--- src/rtl/uartlite_rx_console.sv ---
// AXI4-Lite read master that polls an AXI UART Lite core for console output.
// Received non-NUL bytes are buffered in a small stream FIFO. The core's exit
// status is latched, and completion is flagged once the line terminator has been
// received (or the drain timeout expires), so trailing UART text is not lost.
module uartlite_rx_console #(
    parameter int unsigned BASE_ADDR  = 32'h0,
    parameter int unsigned ADDR_W     = 4,
    parameter int unsigned FIFO_DEPTH = 16,
    parameter int unsigned POLL_GAP   = 4,
    parameter logic [7:0]  TERM_CHAR  = 8'h0A,
    parameter int unsigned DRAIN_TO   = 4096
) (
    input  logic              clk,
    input  logic              rst_n,
    // AXI4-Lite read channels
    output logic [ADDR_W-1:0] m_axi_araddr,
    output logic              m_axi_arvalid,
    input  logic              m_axi_arready,
    input  logic [31:0]       m_axi_rdata,
    input  logic [1:0]        m_axi_rresp,
    input  logic              m_axi_rvalid,
    output logic              m_axi_rready,
    // character stream
    output logic [7:0]        char_o,
    output logic              char_valid_o,
    input  logic              char_ready_i,
    // exit handling and status
    input  logic              exit_valid_i,
    input  logic              exit_zero_i,
    output logic              done_o,
    output logic              pass_o,
    output logic              overrun_o,
    output logic              err_o,
    output logic [15:0]       line_cnt_o
);

    localparam int unsigned PtrW   = (FIFO_DEPTH > 1) ? $clog2(FIFO_DEPTH) : 1;
    localparam int unsigned TimerW = (POLL_GAP > 1) ? $clog2(POLL_GAP + 1) : 1;
    localparam int unsigned DrainW = $clog2(DRAIN_TO + 1);

    localparam logic [ADDR_W-1:0] RxAddr   = ADDR_W'(BASE_ADDR);
    localparam logic [ADDR_W-1:0] StatAddr = ADDR_W'(BASE_ADDR + 32'd8);
    localparam logic [PtrW:0]     FullCnt  = (PtrW + 1)'(FIFO_DEPTH);
    localparam logic [DrainW-1:0] DrainMax = DrainW'(DRAIN_TO);

    typedef enum logic [2:0] {
        StIdle,
        StStatAr,
        StStatR,
        StRxAr,
        StRxR
    } state_e;

    state_e            state_q, state_d;
    logic [TimerW-1:0] timer_q, timer_d;

    logic [7:0]        mem_q [FIFO_DEPTH];
    logic [PtrW-1:0]   wr_ptr_q, wr_ptr_d;
    logic [PtrW-1:0]   rd_ptr_q, rd_ptr_d;
    logic [PtrW:0]     cnt_q, cnt_d;

    logic              exit_q, exit_d;
    logic              pass_q, pass_d;
    logic              done_q, done_d;
    logic              overrun_q, overrun_d;
    logic              err_q, err_d;
    logic [15:0]       line_cnt_q, line_cnt_d;
    logic [DrainW-1:0] drain_q, drain_d;

    logic              stat_hs;
    logic              rx_hs;
    logic              resp_ok;
    logic              fifo_full;
    logic              fifo_empty;
    logic              push_req;
    logic              do_push;
    logic              do_pop;
    logic              term_push;
    logic              idle_expired;
    logic              unused_rdata;

    assign stat_hs      = (state_q == StStatR) & m_axi_rvalid;
    assign rx_hs        = (state_q == StRxR) & m_axi_rvalid;
    assign resp_ok      = (m_axi_rresp == 2'b00);
    assign fifo_full    = (cnt_q == FullCnt);
    assign fifo_empty   = (cnt_q == '0);
    // NUL bytes are read out of the UART but never buffered
    assign push_req     = rx_hs & resp_ok & (m_axi_rdata[7:0] != 8'h00);
    assign do_pop       = ~fifo_empty & char_ready_i;
    assign do_push      = push_req & (~fifo_full | do_pop);
    assign term_push    = do_push & (m_axi_rdata[7:0] == TERM_CHAR);
    assign idle_expired = (32'(timer_q) + 32'd1) >= POLL_GAP;
    assign unused_rdata = ^m_axi_rdata[31:8];

    // FSM state and poll timer registers
    always_ff @(posedge clk or negedge rst_n) begin
        if (!rst_n) begin
            state_q <= StIdle;
            timer_q <= '0;
        end else begin
            state_q <= state_d;
            timer_q <= timer_d;
        end
    end

    // FSM next state: STAT poll, then an RX read only when data waits and there is room
    always_comb begin
        state_d = state_q;
        unique case (state_q)
            StIdle: begin
                if (idle_expired) state_d = StStatAr;
            end
            StStatAr: begin
                if (m_axi_arready) state_d = StStatR;
            end
            StStatR: begin
                if (m_axi_rvalid) begin
                    if (!resp_ok) begin
                        state_d = StIdle;
                    end else if (m_axi_rdata[0] && !fifo_full) begin
                        state_d = StRxAr;
                    end else if (POLL_GAP == 0) begin
                        state_d = StStatAr;
                    end else begin
                        state_d = StIdle;
                    end
                end
            end
            StRxAr: begin
                if (m_axi_arready) state_d = StRxR;
            end
            StRxR: begin
                if (m_axi_rvalid) state_d = resp_ok ? StStatAr : StIdle;
            end
            default: state_d = StIdle;
        endcase
    end

    // Poll timer counts only while idle and restarts on every entry to idle
    always_comb begin
        timer_d = '0;
        if (state_q == StIdle && !idle_expired) timer_d = timer_q + 1'b1;
    end

    // FSM outputs: address is held constant for the whole AR phase
    always_comb begin
        m_axi_arvalid = 1'b0;
        m_axi_araddr  = '0;
        m_axi_rready  = 1'b0;
        unique case (state_q)
            StStatAr: begin
                m_axi_arvalid = 1'b1;
                m_axi_araddr  = StatAddr;
            end
            StRxAr: begin
                m_axi_arvalid = 1'b1;
                m_axi_araddr  = RxAddr;
            end
            StStatR, StRxR: m_axi_rready = 1'b1;
            default: ;
        endcase
    end

    // Character storage; contents need no reset since count gates visibility
    always_ff @(posedge clk) begin
        if (do_push) mem_q[wr_ptr_q] <= m_axi_rdata[7:0];
    end

    // FIFO pointer and occupancy registers
    always_ff @(posedge clk or negedge rst_n) begin
        if (!rst_n) begin
            wr_ptr_q <= '0;
            rd_ptr_q <= '0;
            cnt_q    <= '0;
        end else begin
            wr_ptr_q <= wr_ptr_d;
            rd_ptr_q <= rd_ptr_d;
            cnt_q    <= cnt_d;
        end
    end

    // FIFO next state; simultaneous push and pop leaves the count unchanged
    always_comb begin
        wr_ptr_d = wr_ptr_q;
        rd_ptr_d = rd_ptr_q;
        cnt_d    = cnt_q;
        if (do_push) wr_ptr_d = wr_ptr_q + 1'b1;
        if (do_pop)  rd_ptr_d = rd_ptr_q + 1'b1;
        if (do_push && !do_pop) begin
            cnt_d = cnt_q + 1'b1;
        end else if (!do_push && do_pop) begin
            cnt_d = cnt_q - 1'b1;
        end
    end

    assign char_valid_o = ~fifo_empty;
    assign char_o       = fifo_empty ? 8'h00 : mem_q[rd_ptr_q];

    // Sticky status, exit latch, line counter and drain timer registers
    always_ff @(posedge clk or negedge rst_n) begin
        if (!rst_n) begin
            exit_q     <= 1'b0;
            pass_q     <= 1'b0;
            done_q     <= 1'b0;
            overrun_q  <= 1'b0;
            err_q      <= 1'b0;
            line_cnt_q <= '0;
            drain_q    <= '0;
        end else begin
            exit_q     <= exit_d;
            pass_q     <= pass_d;
            done_q     <= done_d;
            overrun_q  <= overrun_d;
            err_q      <= err_d;
            line_cnt_q <= line_cnt_d;
            drain_q    <= drain_d;
        end
    end

    // Status next state; a terminator arriving with the exit request still counts
    always_comb begin
        exit_d     = exit_q | exit_valid_i;
        pass_d     = pass_q;
        overrun_d  = overrun_q | (stat_hs & m_axi_rdata[5]);
        err_d      = err_q | ((stat_hs | rx_hs) & ~resp_ok);
        line_cnt_d = line_cnt_q;
        drain_d    = drain_q;
        done_d     = done_q;

        if (exit_valid_i && !exit_q) pass_d = exit_zero_i;
        if (term_push) line_cnt_d = line_cnt_q + 16'd1;

        if (do_push) begin
            drain_d = '0;
        end else if (exit_q && drain_q != DrainMax) begin
            drain_d = drain_q + 1'b1;
        end

        if (term_push && (exit_q || exit_valid_i)) done_d = 1'b1;
        if (exit_q && drain_q == DrainMax) done_d = 1'b1;
    end

    assign done_o     = done_q;
    assign pass_o     = pass_q;
    assign overrun_o  = overrun_q;
    assign err_o      = err_q;
    assign line_cnt_o = line_cnt_q;

endmodule

--- config.mk ---
export PLATFORM = sky130hd
export DESIGN_NAME = uartlite_rx_console
export DESIGN_NICKNAME = d
export VERILOG_FILES = /design/src/rtl/uartlite_rx_console.sv
export SDC_FILE = /design/constraint.sdc
export NUM_CORES = 1
export LEC_CHECK = 0
export CAP_MARGIN = 20
export CORE_ASPECT_RATIO = 0.7
export CORE_MARGIN = 5
export CORE_UTILIZATION = 25
export DETAILED_ROUTE_END_ITERATION = 12
export PLACE_DENSITY = 0.46
export SYNTH_ARGS = -nofsm -noshare
export SYNTH_HDL_FRONTEND = slang
export SYNTH_SLANG_ARGS = --single-unit
--- constraint.sdc ---
create_clock -name clk -period 5.4 [get_ports clk]
set_input_delay 1.08 -clock clk [delete_from_list [all_inputs] [get_ports clk]]
set_output_delay 1.08 -clock clk [all_outputs]
set_load 0.03 [all_outputs]
==> results.cfg <==
[setup_path]
crit_path_end_kind = primary output
critical-path-max-stage-delay_ns = 0.73
path_buf_inv = 2
required_ns = 4.32
crit_arrival_ns = 3.17
cp_slowest_cell = dfrtp_2
reg2reg_setup_slack_ns = 2.18
start_kind = flop
critPathMaxFanout = 17
crit_chain = buf_4 > mux4_2 > mux2i_1 > o22ai_1 > clkdlybuf4s50_1
path_delay_family = buffers and inverters
path_class = flop to primary output

[cts]
cts_buffers = 17
postCtsHoldBufs = 0
cts.htree.levels = 4
post_cts_buffers = 0
cts-root-buf = clkbuf_16
clk_path_buf_depth = 2
tritoncts = done
ctsResizeCount = 0
clock_sinks = 181
insertion_delay_ns = 0.42
clk_pin_slew_ns = 0.07

[timing]
slew_violations = 0
finalWorstPathRequiredPeriod_ns = 4.25
setup_violations = 0
grt_setup_unrepaired = no
final.setup.worst_slack_ns = 1.15
fmax_mhz = 235
finalSetupTns_ns = 0
skew_ns = 0.0125
slew_headroom_pct = 30.9
tightest_slew_ns = 1.04
hold_viol_final = 0
period_share_pct = 78.7

[synthesis]
ys_ff_latch = 181
synth_top_family_by_area = multiplexers
async_reset_ff_share_pct = 29.3
syn_area_per_cell_um2 = 16.0
yosysWarnings = 0
ys.flop_type = edfxtp_1
yosys.area_share.adder_pct = 2.30
syn_area_um2 = 7930
synth-xor-area-share_pct = 4.08
synth_cells = 497
ys_types = 58
synthMuxAreaShare_pct = 11.8
synth_edf_count = 128
seq_area_frac_synth_pct = 65.2
synth_compound_area_share_pct = 3.61
yosys.area_share.simple_pct = 10.2

[finish]
drive_above_1_share_pct = 18.3
seq_area_um2 = 5170
areaGrowthSynthToFinish_pct = 19.9
diodes = 0
nets = 610
final_util_pct = 30.5
fin_area_um2 = 9510
multi_input_area_um2 = 2550
nFillCells = 3070

[placed_design]
portBuffers = 48
place_congestion = 0.732
placed_area_um2 = 8900
preCtsSetupSlack_ns = 1.06
place_hpwl_um = 12000

[route]
drt-total-wl_um = 17600
drt-initial-drc-count = 277
dr_total_vias = 4365
dr.pass1.iters = 4
wl_per_cell_um = 17.8
avgViaCountPerCell = 4.42
ant_nets = 0
post-route-drc-count = 0

[job]
maxCapViolations = 0

[grt]
antenna_found_initial = 0
globalRouteTotalUtil_pct = 10.1
grt_pass1_vias = 4622
grt_pass1_wl_um = 27600
gr-total-overflow = 0
grt_max_degree = 54

[pwr]
total_power_w = 0.00442
vdd_ir_drop_max_mv = 0.205
power_density_nw_per_um2 = 465
p_leak_nw = 3.39

[die]
die_area_um2 = 35500
core.rowCount = 54
die_w_um = 223
die_height_um = 159
start_util_pct = 25.4
coreArea_um2 = 31200
io_pins = 76

[min_path]
hold_class = flop to flop

[status]
outcome = finished, final reports clean
[kinds of logic (layout without fill, tap and decap cells)]
kind of cell             Yosys count  in the layout
AO/OA/AOI/OAI                     43             43
XOR/XNOR                          37             37
adder cells (fa/ha/maj)           14             14
buffers and inverters             46            114
flip-flops                       181            181
multiplexers                      53             53
other                              1              4
AND/OR/NAND/NOR                  122            122
[metrics by stage]
step,cells,hold WS (ns)
finish,988,0.470
CTS,988,0.472
global placement,956,0.444
detailed placement,956,0.460
global route,988,0.494
floorplan,500,0.431
[path summary, 6_finish.rpt]
kind,start,endpoint,depth (start not counted)
max,rd_ptr_q[0]$_DFFE_PN0P_,char_o[3],5
min,err_o$_DFF_PN0_,err_o$_DFF_PN0_,1
max reg2reg,state_q[1]$_DFFE_PN0P_,cnt_q[4]$_DFFE_PN0P_,11
min reg2reg,err_o$_DFF_PN0_,err_o$_DFF_PN0_,1
max in group asynchronous,rst_n,rd_ptr_q[1]$_DFFE_PN0P_,2
min in group asynchronous,rst_n,line_cnt_o[0]$_DFFE_PN0N_,2
[layout by cell type, fill, tap and decap left out, types with 13 or more instances in the layout]
cell,synthesis,layout
edfxtp_1,128,128
dfrtp_1,53,51
clkdlybuf4s50_1,0,47
mux4_2,32,32
nor2_1,22,22
xnor2_1,20,20
inv_1,19,19
mux2i_1,18,18
nand2_1,17,17
xor2_1,17,17
clkbuf_16,0,17
nand3_1,16,16
ha_1,13,13
buf_4,5,13
[synthesized netlist by cell type (3+ instances only)]
master	count	area [µm²]
xor2_1	17	149
dfrtp_1	53	1330
nor3_1	4	20.0
nand3_1	16	80.1
o21ai_0	6	30.0
and3_1	3	18.8
o22ai_1	8	50.1
and4_1	5	43.8
ha_1	13	163
nor4_1	6	37.5
nor2_1	22	82.6
a21oi_1	7	35.0
edfxtp_1	128	3840
nand2_1	17	63.8
and2_1	3	18.8
nor3_2	8	80.1
and4b_1	8	80.1
buf_4	5	37.5
mux2i_1	18	180
mux4_2	32	721
o21ai_1	3	15.0
nor4_2	7	87.6
nand4_1	7	43.8
and4bb_1	4	50.1
a21o_1	4	30.0
inv_1	19	71.3
buf_2	5	25.0
buf_6	3	33.8
clkbuf_1	11	41.3
xnor2_1	20	175
[per-layer routing]
layer,vias up,share of wire (%),track usage (%)
li1,2035,-,-
met1,2251,48,13.9
met2,67,47,16.0
met3,12,3.6,2.47
met4,0,1.1,2.76
met5,-,0,0
[registers in the layout, indices dropped and copies added (netlist names)]
signal,count
cnt_q,5
done_o,1
drain_q,13
err_o,1
exit_q,1
line_cnt_o,16
mem_q,128
overrun_o,1
pass_o,1
rd_ptr_q,4
state_q,3
timer_q,3
wr_ptr_q,4
[report_power, final]
| group | switching [W] | internal [W] | leakage (nW) |
|---|---|---|---|
| sequential | 0.000268 | 0.00160 | 1.80 |
| clock | 0.000546 | 0.000735 | 0.293 |
| combinational | 0.000630 | 0.000636 | 1.30 |
[final cells by class]
type	instances	area share, %
inverter	21	0.829
clock inverter	14	1.86
multi-input combinational	273	26.9
clock buffer	18	4.51
timing repair buffer	61	6.03
tap	420	5.53
sequential	181	54.4
Note: power is estimated with default switching activity, not from simulation.
